$ cat src/rtl/iterative_rotate_unit_if.sv
// Start/done bus between the execution-unit sequencer and the iterative rotate engine.
// Operand fields carry the 8088 names; dbg_state exposes the engine FSM for checkers.
interface iterative_rotate_unit_if;
  logic        start;
  logic [15:0] A;
  logic [7:0]  count;
  logic [1:0]  op;
  logic        Cin;
  logic        busy;
  logic        done;
  logic [15:0] R;
  logic        CF;
  logic        OF;
  logic        flag_upd;
  logic [1:0]  dbg_state;

  modport master (
    output start, A, count, op, Cin,
    input  busy, done, R, CF, OF, flag_upd, dbg_state
  );

  modport slave (
    input  start, A, count, op, Cin,
    output busy, done, R, CF, OF, flag_upd, dbg_state
  );
endinterface

$ cat src/rtl/iterative_rotate_unit.sv
// Multi-cycle 16-bit ROL/ROR/RCL/RCR engine: one bit position per clock, full 8-bit count.
// Handshake: start is accepted only while busy=0; done pulses once with results valid, then R/CF/OF/flag_upd hold.
module iterative_rotate_unit (
  input  logic                    clk,
  input  logic                    rst_n,
  iterative_rotate_unit_if.slave  bus
);
  typedef enum logic [1:0] {
    S_IDLE = 2'd0,
    S_RUN  = 2'd1,
    S_DONE = 2'd2
  } state_t;

  state_t      state_q, state_d;
  logic [15:0] acc_q, acc_d;
  logic        c_q, c_d;
  logic [7:0]  cnt_q, cnt_d;
  logic [1:0]  op_q, op_d;
  logic        orig15_q, orig15_d;
  logic        upd_q, upd_d;
  logic        accept;

  assign accept = (state_q == S_IDLE) && bus.start;

  always_ff @(posedge clk) begin
    if (!rst_n) state_q <= S_IDLE;
    else        state_q <= state_d;
  end

  always_comb begin
    state_d = state_q;
    case (state_q)
      S_IDLE:  if (bus.start) state_d = (bus.count != 8'd0) ? S_RUN : S_DONE;
      S_RUN:   if (cnt_q == 8'd1) state_d = S_DONE;
      S_DONE:  state_d = S_IDLE;
      default: state_d = S_IDLE;
    endcase
  end

  // Datapath: load on accept, otherwise one single-bit rotate of {c,acc} per RUN cycle.
  always_comb begin
    acc_d    = acc_q;
    c_d      = c_q;
    cnt_d    = cnt_q;
    op_d     = op_q;
    orig15_d = orig15_q;
    upd_d    = upd_q;
    if (accept) begin
      acc_d    = bus.A;
      c_d      = bus.Cin;
      cnt_d    = bus.count;
      op_d     = bus.op;
      orig15_d = bus.A[15];
      upd_d    = (bus.count != 8'd0);
    end else if (state_q == S_RUN) begin
      cnt_d = cnt_q - 8'd1;
      case (op_q)
        2'b00: begin acc_d = {acc_q[14:0], acc_q[15]}; c_d = acc_q[15]; end
        2'b01: begin acc_d = {acc_q[0], acc_q[15:1]};  c_d = acc_q[0];  end
        2'b10: begin acc_d = {acc_q[14:0], c_q};       c_d = acc_q[15]; end
        default: begin acc_d = {c_q, acc_q[15:1]};     c_d = acc_q[0];  end
      endcase
    end
  end

  always_ff @(posedge clk) begin
    if (!rst_n) begin
      acc_q    <= 16'h0000;
      c_q      <= 1'b0;
      cnt_q    <= 8'd0;
      op_q     <= 2'b00;
      orig15_q <= 1'b0;
      upd_q    <= 1'b0;
    end else begin
      acc_q    <= acc_d;
      c_q      <= c_d;
      cnt_q    <= cnt_d;
      op_q     <= op_d;
      orig15_q <= orig15_d;
      upd_q    <= upd_d;
    end
  end

  always_comb begin
    bus.busy      = (state_q != S_IDLE);
    bus.done      = (state_q == S_DONE);
    bus.R         = acc_q;
    bus.CF        = c_q;
    bus.OF        = orig15_q ^ acc_q[15];
    bus.flag_upd  = upd_q;
    bus.dbg_state = state_q;
  end
endmodule

$ cat src/flat_wrapper.sv
// flat-port wrapper written by rule: the top's interface ports become plain ports
module iterative_rotate_unit_flat 
  (clk, rst_n, bus_start, bus_A, bus_count, bus_op, bus_Cin, bus_busy, bus_done, bus_R, bus_CF, bus_OF, bus_flag_upd, bus_dbg_state);
  iterative_rotate_unit_if bus_i ();
  input  logic clk;
  input  logic rst_n;
  input wire logic [$bits(bus_i.start)-1:0] bus_start;
  input wire logic [$bits(bus_i.A)-1:0] bus_A;
  input wire logic [$bits(bus_i.count)-1:0] bus_count;
  input wire logic [$bits(bus_i.op)-1:0] bus_op;
  input wire logic [$bits(bus_i.Cin)-1:0] bus_Cin;
  output wire logic [$bits(bus_i.busy)-1:0] bus_busy;
  output wire logic [$bits(bus_i.done)-1:0] bus_done;
  output wire logic [$bits(bus_i.R)-1:0] bus_R;
  output wire logic [$bits(bus_i.CF)-1:0] bus_CF;
  output wire logic [$bits(bus_i.OF)-1:0] bus_OF;
  output wire logic [$bits(bus_i.flag_upd)-1:0] bus_flag_upd;
  output wire logic [$bits(bus_i.dbg_state)-1:0] bus_dbg_state;
  assign bus_i.start = bus_start;
  assign bus_i.A = bus_A;
  assign bus_i.count = bus_count;
  assign bus_i.op = bus_op;
  assign bus_i.Cin = bus_Cin;
  assign bus_busy = bus_i.busy;
  assign bus_done = bus_i.done;
  assign bus_R = bus_i.R;
  assign bus_CF = bus_i.CF;
  assign bus_OF = bus_i.OF;
  assign bus_flag_upd = bus_i.flag_upd;
  assign bus_dbg_state = bus_i.dbg_state;
  iterative_rotate_unit u_core (.clk(clk), .rst_n(rst_n), .bus(bus_i));
endmodule
$ cat config.mk
export PLATFORM = sky130hd
export DESIGN_NAME = iterative_rotate_unit_flat
export DESIGN_NICKNAME = d
export VERILOG_FILES = /design/src/rtl/iterative_rotate_unit_if.sv /design/src/rtl/iterative_rotate_unit.sv /design/src/flat_wrapper.sv
export SDC_FILE = /design/constraint.sdc
export NUM_CORES = 1
export LEC_CHECK = 0
export BUFFER_PORTS_ARGS = -buffer_cell sky130_fd_sc_hd__buf_2
export CAP_MARGIN = 30
export CELL_PAD_IN_SITES_DETAIL_PLACEMENT = 1
export CELL_PAD_IN_SITES_GLOBAL_PLACEMENT = 1
export CORE_MARGIN = 3
export CORE_UTILIZATION = 37
export DETAILED_ROUTE_END_ITERATION = 7
export PLACE_DENSITY_LB_ADDON = 0.1
export SYNTH_ARGS = -nofsm -noshare
export SYNTH_HDL_FRONTEND = slang
export SYNTH_SLANG_ARGS = --single-unit
$ cat constraint.sdc
create_clock -name clk -period 1.6 [get_ports clk]
set_clock_uncertainty 0.15 [all_clocks]
set_input_delay 0.16 -clock clk [delete_from_list [all_inputs] [get_ports clk]]
set_output_delay 0.16 -clock clk [all_outputs]
set_load 0.1 [all_outputs]
==> reports/metrics.cfg <==
[cts]
cts.sinks = 31
clk_latency_ns = 0.27
clk_pin_slew_ns = 0.06
max-clock-path-buffers = 2
h-tree-depth = 2
cts_tree = yes
root_buffer = clkbuf_8
cts_buffers = 5
cts_setup_buffers = 0

[floorplan]
die_area_um2 = 5580
die_w_um = 74.7
die-height_um = 74.7
core_area_um2 = 4440
io_pins = 53
start_util = 0.393
rows = 24

[power_and_ir_drop]
leakage_nw = 0.974
power.density_nw_per_um2 = 1140
irDropWorstVdd_v = 0.000645
p_total_mw = 2.78

[timing]
slew_viol_final = 0
max_slew.worst_pin.slew_ns = 0.490
finalCriticalPeriod_ns = 1.55
holdWs_ns = 0.0210
slew_headroom = 0.675
rsz0062_at_grt = false
timing.setup.tns_ns = 0
fin_crit_sh = 0.967
setup_viol = 0
finalWorstSetupSlack_ns = 0.0533
hold_viol = 0
fmax_ghz = 0.647

[placed_design]
hpwl_um = 3390
place_congestion = 0.770
port_buffers = 52
place_ws_ns = 0.135

[synth]
async_reset_ff_frac = 0
yosys-top-cells-area = dfxtp_1, mux2i_1, nand2_1, a21oi_1, o211ai_1
ys_seq_area_frac = 0.356
ys_ff_latch = 31
yosysTopAreaCell = dfxtp_1
synthDistinctLibCells = 39
netlist_area_um2 = 1750
synth_top_family_by_area = compound AO/OA/AOI/OAI gates
synth_xor_area_frac = 0.00502
synthAdderAreaFrac = 0.0143
synth_fp_nets = 240
synth_simple_gate_area_frac = 0.210
synthMuxAreaShare = 0.0975
yosys_most_used_dff = dfxtp_1
synth-edff-count = 0
syn_inst = 208
syn_area_per_cell_um2 = 8.39
post-synth-top-area-fraction = 0.356
synth_compound_area_frac = 0.233
yosysWarnings = 0

[hold_path]
min_to = u_core.cnt_q[7]$_SDFFE_PN0P_
hold_depth = 3
hold_path_class = input port to register
holdCritStartpoint = bus_count[7]

[finish]
drive_above_1_share = 0.357
nets = 312
nFillCells = 537
area_growth_pct = 39.9
num_antenna_cells = 0
fin_util = 0.549

[drt]
first_pass_iters = 4
wl_per_cell_um = 14.7
num_vias = 1746
first_iter_violations = 92
via_per_inst = 5.26
final_antenna_net_count = 0
route.detailed.drc = 0
drt_wl_total_um = 4900

[setup_path]
endpoint_kind = output pin
cp_slowest_cell = dfxtp_4
r2r_setup_slack_ns = 0.13
path_cells = nor2_4 > clkinvlp_4 > buf_2
crit_type = register to output pin
cp.arrival_ns = 1.24
startpoint_type = register
rr_worst_depth = 5
r2r_end = u_core.bus.R[4]$_SDFFE_PN0P_
timing.rr.start = u_core.bus.dbg_state[1]$_SDFFE_PN0P_
cp_max_fo = 12
critical_path.max_stage_delay_ns = 0.43
cp.required_ns = 1.29

[status]
outcome = completed

[global_routing]
grt_pass1_vias = 1727
grt_overflow = 0
grt_max_degree = 32
grt_pass1_wl_um = 8060
grt_usage = 0.187
antenna_found_initial = 0

[job]
maxCapViolCount = 0

==> cell families after synthesis <==
family          Yosys count
buf+inv                  23
xor+xnor                  1
mux                      17
flops                    31
fa+ha+maj                 2
simple gates             70
compound gates           64
==> placed cells by master (no fill, tap or decap), types with 5 or more instances in the layout <==
| cell | netlist | layout |
|---|---|---|
| nand3_1 | 6 | 6 |
| nor2_1 | 6 | 6 |
| o21ai_0 | 5 | 5 |
| o211ai_1 | 15 | 15 |
| inv_1 | 7 | 6 |
| dfxtp_1 | 31 | 12 |
| buf_12 | 0 | 7 |
| buf_2 | 4 | 49 |
| clkbuf_8 | 0 | 5 |
| a21oi_1 | 30 | 30 |
| nand2_1 | 41 | 41 |
| dlygate4sd3_1 | 0 | 18 |
| buf_4 | 3 | 6 |
| dfxtp_2 | 0 | 16 |
| mux2i_1 | 17 | 17 |
==> worst max-delay path by stage <==
stage	end	cells past startpoint	slack (ns)	startpoint
2_1_floorplan	u_core.cnt_q[3]$_SDFFE_PN0P_	6	0.003	u_core.bus.dbg_state[1]$_SDFFE_PN0P_
3_3_place_gp	u_core.bus.dbg_state[0]$_SDFFE_PN0P_	5	0.14	bus_count[3]
3_5_place_dp	u_core.bus.dbg_state[0]$_SDFFE_PN0P_	5	0.13	bus_count[3]
4_1_cts	bus_busy	3	0.04	u_core.bus.dbg_state[1]$_SDFFE_PN0P_
5_1_grt	bus_busy	3	0.003	u_core.bus.dbg_state[1]$_SDFFE_PN0P_
6_report	bus_busy	3	0.05	u_core.bus.dbg_state[1]$_SDFFE_PN0P_
==> stage by stage <==
| stage | cell area, um2 | cells |
|---|---|---|
| after floorplan | 1810 | 208 |
| after global placement | 2180 | 307 |
| after detailed placement | 2180 | 307 |
| after CTS | 2440 | 332 |
| after global routing | 2440 | 332 |
| final | 2440 | 332 |
==> flip-flops by register name (all words and copies together), names as in the netlist <==
signal                flops
u_core.bus.R             16
u_core.cnt_q              8
u_core.bus.dbg_state      2
u_core.op_q               2
u_core.bus.CF             1
u_core.bus.flag_upd       1
u_core.orig15_q           1
==> where the power goes <==
part	leakage [nW]	internal (mW)	switching, mW	total, mW
Clock	0.0383	0.299	0.275	0.574
Combinational	0.672	0.380	0.838	1.22
Sequential	0.264	0.876	0.113	0.989
Total	0.974	1.56	1.23	2.78
==> layer usage <==
metal / wire (um) / up-vias / track usage / share of wire
met1: 2300 / 814 / 0.242 / 0.47
li1: - / 889 / - / -
met5: 0 / - / 0 / 0
met3: 207 / 5 / 0.0374 / 0.042
met4: 38 / 0 / 0.0415 / 0.0078
met2: 2350 / 38 / 0.322 / 0.48
==> synth_stat cells, types with 2 or more instances <==
cell type   n
dfxtp_1    31
a21oi_1    30
a31oi_1     2
o21ai_0     5
nor2_1      6
clkbuf_1    2
buf_4       3
a22oi_1     3
o211ai_1   15
or4_4       2
mux2i_1    17
ha_1        2
nand3_1     6
nor2_4      2
a2bb2oi_1   2
nor2b_1     2
inv_1       7
nand2_1    41
buf_2       4
nand2b_1    2
buf_6       6
==> worst max-delay path, delay by kind of cell, from the launching register on <==
| kind | cells | cell delay (ns) |
|---|---|---|
| buffers and inverters | 2 | 0.46 |
| AND/OR/NAND/NOR | 1 | 0.07 |
| flip-flops | 1 | 0.43 |
==> repair_timing <==
action,4_1_cts,5_1_grt
setup endpoints to repair,0,1
endpoints found under the hold margin,18,0
gates resized for setup,0,0
hold buffers,18,0
==> layout make-up <==
type,count,area [um2],share of cell area
clock buffers,7,76.3,0.0313
inverters,8,33.8,0.0138
multi-input cells,154,1000,0.411
flip-flops and latches,31,652,0.267
well taps,52,65.1,0.0267
repair buffers,80,611,0.250
(Power assumes the default switching activity.)
